[config.mk]
export PLATFORM = sky130hd
export DESIGN_NAME = if_fetch_queue
export DESIGN_NICKNAME = d
export VERILOG_FILES = /design/src/rtl/if_pkg.sv /design/src/rtl/if_fetch_fifo.sv /design/src/rtl/if_fetch_queue.sv
export SDC_FILE = /design/constraint.sdc
export NUM_CORES = 1
export LEC_CHECK = 0
export ABC_CLOCK_PERIOD_IN_PS = 3000
export BUFFER_PORTS_ARGS = -buffer_cell sky130_fd_sc_hd__buf_2
export CORE_ASPECT_RATIO = 0.6
export CORE_UTILIZATION = 53
export DETAILED_ROUTE_END_ITERATION = 10
export PLACE_DENSITY = 0.78
export SKIP_CTS_REPAIR_TIMING = 1
export SYNTH_ARGS = -nofsm -noshare
export SYNTH_HDL_FRONTEND = slang
export SYNTH_SLANG_ARGS = --single-unit
[constraint.sdc]
create_clock -name i_clk -period 3 [get_ports i_clk]
set_input_delay 0.45 -clock i_clk [delete_from_list [all_inputs] [get_ports i_clk]]
set_output_delay 0.45 -clock i_clk [all_outputs]
set_load 0.01 [all_outputs]
[src/rtl/if_pkg.sv]
// Shared types and constants for the instruction fetch queue.
// IFQ_PREDECODE_EN adds a control-flow flag to every queue entry.
package if_pkg;

  localparam logic [6:0] OPC_JAL    = 7'b1101111;
  localparam logic [6:0] OPC_JALR   = 7'b1100111;
  localparam logic [6:0] OPC_BRANCH = 7'b1100011;

  typedef enum logic [0:0] {
    RUN   = 1'b0,
    DRAIN = 1'b1
  } ifq_state_e;

  typedef struct packed {
    logic [31:0] pc;
    logic [31:0] instr;
`ifdef IFQ_PREDECODE_EN
    logic        is_ctrl;
`endif
  } ifq_entry_t;

  function automatic logic is_ctrl_f(input logic [31:0] instr);
    logic [6:0] opc_s;
    logic       hit_s;
    opc_s = instr[6:0];
    case (opc_s)
      OPC_JAL, OPC_JALR, OPC_BRANCH: hit_s = 1'b1;
      default:                       hit_s = 1'b0;
    endcase
    return hit_s;
  endfunction

endpackage

[src/rtl/if_fetch_fifo.sv]
// DEPTH-entry synchronous FIFO of fetch entries; clear wins over push/pop.
// The head entry is read straight out of the storage registers.
module if_fetch_fifo import if_pkg::*; #(
  parameter int  DEPTH   = 4,
  parameter type entry_t = ifq_entry_t,
  parameter int  CW      = $clog2(DEPTH + 1)
) (
  input  logic          clk,
  input  logic          rst_n,
  input  logic          push,
  input  logic          pop,
  input  logic          clear,
  input  entry_t        wdata,
  output entry_t        rdata,
  output logic [CW-1:0] count
);

  localparam int PW = $clog2(DEPTH);

  entry_t        mem_r [DEPTH];
  logic [PW-1:0] rd_ptr_r;
  logic [PW-1:0] wr_ptr_r;
  logic [CW-1:0] count_r;
  logic          do_push_s;
  logic          do_pop_s;

  // guard against popping empty or pushing into a full queue
  always_comb begin
    do_pop_s  = pop && (count_r != '0);
    do_push_s = push && ((count_r != CW'(DEPTH)) || do_pop_s);
  end

  // storage, pointers and fill level
  always_ff @(posedge clk or negedge rst_n) begin
    if (!rst_n) begin
      for (int i = 0; i < DEPTH; i++) mem_r[i] <= '0;
      rd_ptr_r <= '0;
      wr_ptr_r <= '0;
      count_r  <= '0;
    end else if (clear) begin
      rd_ptr_r <= '0;
      wr_ptr_r <= '0;
      count_r  <= '0;
    end else begin
      if (do_push_s) begin
        mem_r[wr_ptr_r] <= wdata;
        wr_ptr_r        <= wr_ptr_r + PW'(1);
      end
      if (do_pop_s) rd_ptr_r <= rd_ptr_r + PW'(1);
      count_r <= count_r + CW'(do_push_s) - CW'(do_pop_s);
    end
  end

  assign rdata = mem_r[rd_ptr_r];
  assign count = count_r;

endmodule

[src/rtl/if_fetch_queue.sv]
// Prefetching fetch stage: req/gnt/rvalid memory port, DEPTH-entry queue to decode.
// IFQ_PREDECODE_EN stores a control-flow flag per entry and drives o_is_ctrl.
module if_fetch_queue import if_pkg::*; #(
  parameter int              XLEN      = 32,
  parameter int              DEPTH     = 4,
  parameter int              MAX_OUTST = 2,
  parameter logic [XLEN-1:0] RESET_PC  = '0
) (
  input  logic            i_clk,
  input  logic            i_rst_n,
  output logic            o_mem_req,
  output logic [XLEN-1:0] o_mem_addr,
  input  logic            i_mem_gnt,
  input  logic            i_mem_rvalid,
  input  logic [31:0]     i_mem_rdata,
  output logic            o_instr_valid,
  output logic [31:0]     o_instr,
  output logic [XLEN-1:0] o_pc,
  input  logic            i_instr_ready,
  input  logic            i_redirect,
  input  logic [XLEN-1:0] i_redirect_pc,
  output logic            o_is_ctrl
);

  localparam int CW = $clog2(DEPTH + 1);

  typedef struct packed {
    logic [XLEN-1:0] pc;
    logic [31:0]     instr;
`ifdef IFQ_PREDECODE_EN
    logic            is_ctrl;
`endif
  } entry_t;

  ifq_state_e      state_r, state_nxt_s;
  logic [XLEN-1:0] fetch_pc_r, resp_pc_r, target_s;
  logic [CW-1:0]   outst_r, outst_nxt_s, discard_r, discard_nxt_s, count_s;
  logic [CW:0]     credit_s;
  logic            mem_req_s, fire_s, rv_ok_s, push_s, pop_s, instr_valid_s;
  entry_t          wr_entry_s, head_s;

  // handshake qualification and in-flight / discard bookkeeping
  always_comb begin
    target_s      = i_redirect_pc & ~XLEN'(3);
    instr_valid_s = (count_s != '0);
    credit_s      = {1'b0, count_s} + {1'b0, outst_r};
    fire_s        = mem_req_s && i_mem_gnt;
    rv_ok_s       = i_mem_rvalid && (outst_r != '0);
    push_s        = rv_ok_s && (discard_r == '0) && !i_redirect;
    pop_s         = instr_valid_s && i_instr_ready && !i_redirect;
    case ({fire_s, rv_ok_s})
      2'b10:   outst_nxt_s = outst_r + CW'(1);
      2'b01:   outst_nxt_s = outst_r - CW'(1);
      default: outst_nxt_s = outst_r;
    endcase
    // reads still outstanding after a redirect belong to the old path
    if (i_redirect) begin
      discard_nxt_s = outst_nxt_s;
    end else if (rv_ok_s && (discard_r != '0)) begin
      discard_nxt_s = discard_r - CW'(1);
    end else begin
      discard_nxt_s = discard_r;
    end
  end

  // FSM state register
  always_ff @(posedge i_clk or negedge i_rst_n) begin
    if (!i_rst_n) state_r <= RUN;
    else          state_r <= state_nxt_s;
  end

  // FSM next-state logic
  always_comb begin
    state_nxt_s = state_r;
    if (i_redirect) begin
      state_nxt_s = (outst_nxt_s != '0) ? DRAIN : RUN;
    end else begin
      case (state_r)
        RUN:     state_nxt_s = RUN;
        DRAIN:   state_nxt_s = (discard_nxt_s == '0) ? RUN : DRAIN;
        default: state_nxt_s = RUN;
      endcase
    end
  end

  // FSM output: request only with a free queue slot reserved per read
  always_comb begin
    mem_req_s = i_rst_n && (state_r == RUN) && (outst_r < CW'(MAX_OUTST)) &&
                (credit_s < (CW + 1)'(DEPTH)) && !i_redirect;
  end

  // fetch/response PCs and counters
  always_ff @(posedge i_clk or negedge i_rst_n) begin
    if (!i_rst_n) begin
      fetch_pc_r <= RESET_PC;
      resp_pc_r  <= RESET_PC;
      outst_r    <= '0;
      discard_r  <= '0;
    end else begin
      outst_r   <= outst_nxt_s;
      discard_r <= discard_nxt_s;
      if (i_redirect) begin
        fetch_pc_r <= target_s;
        resp_pc_r  <= target_s;
      end else begin
        if (fire_s) fetch_pc_r <= fetch_pc_r + XLEN'(4);
        if (push_s) resp_pc_r  <= resp_pc_r + XLEN'(4);
      end
    end
  end

  // entry written on each accepted response
  always_comb begin
    wr_entry_s.pc    = resp_pc_r;
    wr_entry_s.instr = i_mem_rdata;
`ifdef IFQ_PREDECODE_EN
    wr_entry_s.is_ctrl = is_ctrl_f(i_mem_rdata);
`endif
  end

  if_fetch_fifo #(
    .DEPTH   (DEPTH),
    .entry_t (entry_t),
    .CW      (CW)
  ) u_fifo (
    .clk   (i_clk),
    .rst_n (i_rst_n),
    .push  (push_s),
    .pop   (pop_s),
    .clear (i_redirect),
    .wdata (wr_entry_s),
    .rdata (head_s),
    .count (count_s)
  );

  assign o_mem_req     = mem_req_s;
  assign o_mem_addr    = fetch_pc_r;
  assign o_instr_valid = instr_valid_s;
  assign o_instr       = head_s.instr;
  assign o_pc          = head_s.pc;
`ifdef IFQ_PREDECODE_EN
  assign o_is_ctrl     = head_s.is_ctrl & instr_valid_s;
`else
  assign o_is_ctrl     = 1'b0;
`endif

endmodule
==> reports/results.ini, run 1 <==
[layout]
antenna_cells=0
final_util=0.623
stdcell_area_um2=17400
layout.cells.non_filler=1637
num-nets-final=1335
syn2layout_area_growth_pct=13.9
drive_above_1_share=0.440

[sta]
setup_viol=0
fmax_mhz=356
tightest_slew_ps=940
drv_slew=0
hold_viol=0
relSlewSlack=0.371
finalCritPeriodShare=0.937
whs_ps=143
finalSetupTns_ps=0
finClkSkew_ps=9.21
rsz0062_at_grt=no
layout_min_cycle_time_ps=2810

[cts]
clkSinkCount=322
cts_buffer_depth=3
cts_tree=built
cts_root_buffer=clkbuf_16
clk_latency_ps=570
clk_pin_slew_ps=60
numCtsBuffers=30
htree_levels=1

[grt]
grt_max_degree=150
grt_pass1_wl_mm=56.5
antenna_found_initial=2
gr-total-overflow=0
track_usage=0.245
grt_pass1_vias=9894

[place]
io_buffers=161
dp_hpwl_mm=23.9
dpl_cell_area_um2=16400
globalplace.congestion=0.930
dp_cells=1584

[setup_path]
crit_fanout=20
reg2reg_setup_slack_ps=290
worstSetupStartpoint=u_fifo.rd_ptr_r[0]$_DFFE_PN0P_
endpoint_kind=output port
r2r_start=outst_r[2]$_DFF_PN0_
cpMaxStageDelayCell=dfrtp_4
cp_cell_sequence=buf_4, mux4_2, buf_2
critical_path.max_stage_delay_ps=710
crit_required_ps=2550
start_kind=flip-flop
r2r_end=state_r$_DFF_PN0_
crit_type=flip-flop to output port
crit_arrival_ps=2360
ff2ff_path_depth=12

[yosys]
synth_top_family_by_area=multiplexers
synthAdderAreaFrac=0.0133
avgSynthCellArea_um2=14.0
ys_warn_count=0
seq_area_frac_synth=0.527
synth_area_um2=15300
synthCells=1095
async_flop_share=1.00
muxShareOfSynthArea=0.286
synth_ff_type=dfrtp_1
synth_compound_area_frac=0.0358
synth_xor_area_frac=0.0235
synth-seq-cells=322
synth_edf_count=0
synth-simple-area-share=0.0785
yosysUniqueCellTypes=54

[pwr]
p_sw_uw=4350
combPwrFrac=0.299
pwr-share-clk=0.266
powerDensity_nw_per_um2=817
switching_share=0.306
p_int_uw=9880
vdd_drop_max_mv=0.427
leakagePower_uw=0.00825
seq_power_share=0.435

[floorplan]
rows=47
die_w_um=221
pin_count=169
die_h_um=134
start_util=0.547
dieArea_um2=29500
core-area_um2=27900

[outcome]
status=finished, final reports clean

[hold_path]
min_from=i_redirect_pc[13]
hold_path_depth=3
holdPathEnd=resp_pc_r[13]$_DFFE_PN0N_
hp-class=input port to flip-flop

[drt]
route.detailed.drc=0
wirelength_mm=35.4
drt_iter0_drc=674
vias_per_cell=6.02
vias=9848
first_pass_iters=5
avgRoutedWirePerCell_um=21.6
postRouteAntennaNets=0

[flow_run]
cap_violations=0

logic make-up (layout without fill, tap and decap cells):
group           after synthesis  count (layout)
compound gates               86              86
buf+inv                      89             260
other cells                   1               5
simple gates                222             222
fa+ha+maj                    15              15
mux                         319             319
xor+xnor                     41              41
flops                       322             322
metal layers:
metal,track usage,vias up,wire [µm]
met5,0,-,12
met4,0.0392,2,490
met3,0.0514,43,2630
met2,0.340,337,14900
met1,0.399,5125,17300
li1,-,4341,-
worst max-delay path: cells and delay by family, from the launching register on:
| family | cells | cell delay [ps] |
|---|---|---|
| multiplexers | 1 | 550 |
| buffers and inverters | 2 | 500 |
| flip-flops | 1 | 710 |
cells in the final DEF (no fill, tap or decap), drive strengths merged, types with 21 or more instances in the layout:
cell type  netlist  routed
buf             43     189
clkbuf          28      47
dfrtp          322     322
mux2           251     251
mux4            62      62
nand2           64      64
nand3           44      44
nand4           25      25
nor2            26      26
o21ai           43      43
xnor2           21      21
power groups by stage:
stage	clock network (µW)	registers [µW]	logic (µW)
after floorplan	0	5870	3050
after global placement	0	6150	4150
after detailed placement	0	6230	4280
after CTS	3860	6170	4300
after global routing	4030	6310	4600
final	3780	6190	4260
worst max path at each step:
stage	end	slack, ps	cells after the start
floorplan	state_r$_DFF_PN0_	160	13
global placement	state_r$_DFF_PN0_	260	12
detailed placement	state_r$_DFF_PN0_	220	12
CTS	o_pc[21]	140	3
global route	o_pc[21]	80	3
finish	o_pc[18]	190	3
metrics by stage:
step	worst slack (ps)	total power, µW
6_report	190	14200
5_1_grt	78.7	14900
3_5_place_dp	218	10500
2_1_floorplan	160	8920
4_1_cts	136	14300
3_3_place_gp	259	10300
cell type report:
type / count / area, µm²
fill: 2118 / 10500
sequential: 322 / 8060
multi-input combinational: 688 / 6690
timing repair buffer: 190 / 1160
clock buffer: 47 / 906
tap: 367 / 459
inverter: 18 / 67.6
clock inverter: 5 / 56.3
flip-flops by register name (all words and copies together) (netlist names):
signal / flops
discard_r: 3
o_mem_addr: 30
outst_r: 3
resp_pc_r: 30
state_r: 1
u_fifo.count: 3
u_fifo.mem_r: 248
u_fifo.rd_ptr_r: 2
u_fifo.wr_ptr_r: 2
Yosys cell counts, drive strengths merged, types with 9 or more instances:
| cell type | count | share of area |
|---|---|---|
| xor2 | 20 | 0.011 |
| and3 | 9 | 0.0037 |
| nand4 | 25 | 0.010 |
| dfrtp | 322 | 0.53 |
| nor3 | 12 | 0.0039 |
| o21ai | 43 | 0.014 |
| a21oi | 9 | 0.0029 |
| nand3 | 44 | 0.014 |
| o211ai | 10 | 0.0049 |
| ha | 13 | 0.011 |
| mux2 | 251 | 0.19 |
| mux4 | 62 | 0.091 |
| buf | 43 | 0.024 |
| xnor2 | 21 | 0.012 |
| clkbuf | 28 | 0.0069 |
| nor2 | 26 | 0.0064 |
| inv | 17 | 0.0042 |
| nand2 | 64 | 0.018 |
| o311ai | 10 | 0.0057 |
Power figures use the tool's default switching activity.
==> run 2: changes to the inputs <==
--- a/config.mk
+++ b/config.mk
@@ -5,7 +5,7 @@
 export SDC_FILE = /design/constraint.sdc
 export NUM_CORES = 1
 export LEC_CHECK = 0
-export ABC_CLOCK_PERIOD_IN_PS = 3000
+export ABC_CLOCK_PERIOD_IN_PS = 2500
 export BUFFER_PORTS_ARGS = -buffer_cell sky130_fd_sc_hd__buf_2
 export CORE_ASPECT_RATIO = 0.6
 export CORE_UTILIZATION = 53
==> constraint.sdc (replaced) <==
create_clock -name i_clk -period 2.5 [get_ports i_clk]
set_input_delay 0.375 -clock i_clk [delete_from_list [all_inputs] [get_ports i_clk]]
set_output_delay 0.375 -clock i_clk [all_outputs]
set_load 0.01 [all_outputs]
==> reports/results.ini, run 2 (synthesized netlist as in run 1, its figures left out) <==
[grt]
grt_pass1_wl_mm=57.9
gr-total-overflow=0
track_usage=0.252
grt_pass1_vias=10261
antenna_found_initial=0
grt_max_degree=168

[setup_path]
crit_required_ps=2910
crit_type=flip-flop to flip-flop
start_kind=flip-flop
crit_arrival_ps=2900
endpoint_kind=flip-flop
crit_fanout=3

[place]
place_ws_ps=-82.9
globalplace.congestion=0.910
io_buffers=161
dp_hpwl_mm=24.6

[drt]
vias_per_cell=6.04
wirelength_mm=36.8
first_pass_iters=5
vias=10064
avgRoutedWirePerCell_um=22.1
drt_iter0_drc=891
route.detailed.drc=0
postRouteAntennaNets=0

[floorplan]
core-area_um2=27900
dieArea_um2=29500
pin_count=169
die_w_um=221
die_h_um=134
start_util=0.547
rows=47

[cts]
numCtsBuffers=29
clkSinkCount=322
clk_latency_ps=550
cts_root_buffer=clkbuf_16
clk_pin_slew_ps=70
cts_tree=built
cts_buffer_depth=3
htree_levels=1

[layout]
final_common_cell=dfrtp_1
syn2layout_area_growth_pct=16.5
layout_common_cells=320 x dfrtp_1, 230 x mux2_2, 160 x buf_2, 62 x mux4_2, 59 x nand2_1
regMostFlops=u_fifo.mem_r
final_util=0.637
largest_register_ffs=248
num-nets-final=1364
antenna_cells=0
drive_above_1_share=0.468
nFillCells=2062

[pwr]
powerDensity_nw_per_um2=985
p_int_uw=12200
power_uw=17500
switching_share=0.305
p_sw_uw=5350
vdd_drop_max_mv=0.556
combPwrFrac=0.324
pwr-share-clk=0.258
leakagePower_uw=0.00846
seq_power_share=0.417

[sta]
setup_viol=0
layout_min_cycle_time_ps=2490
hold_viol=0
finalSetupTns_ps=0
setup_ws_ps=14.0
finalCritPeriodShare=0.994
fmax_mhz=402
relSlewSlack=0.393
rsz0062_at_grt=yes
drv_slew=0
tightest_slew_ps=911
finClkSkew_ps=13.9

[outcome]
status=finished, final reports clean

[flow_run]
cap_violations=0

[hold_path]
hp-class=input port to flip-flop

-- run 2: cell types whose count changed in the layout (fill, tap and decap cells not counted), sizes merged --
cell      change
clkinv        +4
clkbuf        -1
clkinvlp      -1
buf          +28
-- run 2: layout make-up --
class	instances	area, µm²	share of cell area
inverter	18	67.6	0.00380
sequential	322	8060	0.453
multi-input combinational	688	6780	0.381
timing repair buffer	220	1470	0.0824
clock inverter	8	68.8	0.00387
tap	367	459	0.0258
clock buffer	44	902	0.0507
-- run 2: worst paths after layout --
check                                              from                            end  slack [ps]  cells past startpoint
min reg2reg                u_fifo.mem_r[59]$_DFFE_PN0P_   u_fifo.mem_r[59]$_DFFE_PN0P_         480                      2
min in group asynchronous                       i_rst_n  u_fifo.mem_r[199]$_DFFE_PN0P_         460                      3
max in group asynchronous                       i_rst_n     o_mem_addr[22]$_DFFE_PN0N_         810                      4
max reg2reg                        outst_r[1]$_DFF_PN0_              state_r$_DFF_PN0_          10                     12
max                                outst_r[1]$_DFF_PN0_              state_r$_DFF_PN0_          10                     12
min                                      i_mem_rdata[6]  u_fifo.mem_r[198]$_DFFE_PN0P_         100                      2
-- run 2: worst max-delay path: stages, from the launching register on --
cell     delay, ps
dfrtp_1        400
ha_1           260
nor4b_4        310
and4_4         270
inv_2           60
ha_4           150
inv_2           50
fa_2           200
xor2_2         160
nor2_2          70
xor2_2         180
nor3_1         160
o22ai_1         90
-- run 2: metrics by stage --
stage / area, µm² / std cells / hold slack, ps
2_1_floorplan: 15300 / 1099 / 79.4
3_3_place_gp: 16600 / 1600 / 444
3_5_place_dp: 16600 / 1600 / 440
4_1_cts: 17600 / 1652 / -155
5_1_grt: 17800 / 1667 / 77.1
6_report: 17800 / 1667 / 96.8
-- run 2: power by group through the flow --
| stage | combinational (µW) | clock [µW] | sequential (µW) |
|---|---|---|---|
| 6_report | 5690 | 4530 | 7320 |
| 3_5_place_dp | 5370 | 0 | 7400 |
| 2_1_floorplan | 3680 | 0 | 7040 |
| 3_3_place_gp | 5180 | 0 | 7300 |
| 5_1_grt | 6110 | 4830 | 7450 |
| 4_1_cts | 5390 | 4620 | 7330 |
-- run 2: routing by layer --
metal,wire length (µm),part of all wire,up-vias,global-route usage
met3,2790,0.076,46,0.0591
li1,-,-,4389,-
met5,0,0,-,0
met1,17200,0.47,5270,0.385
met4,511,0.014,0,0.0466
met2,16300,0.44,359,0.373
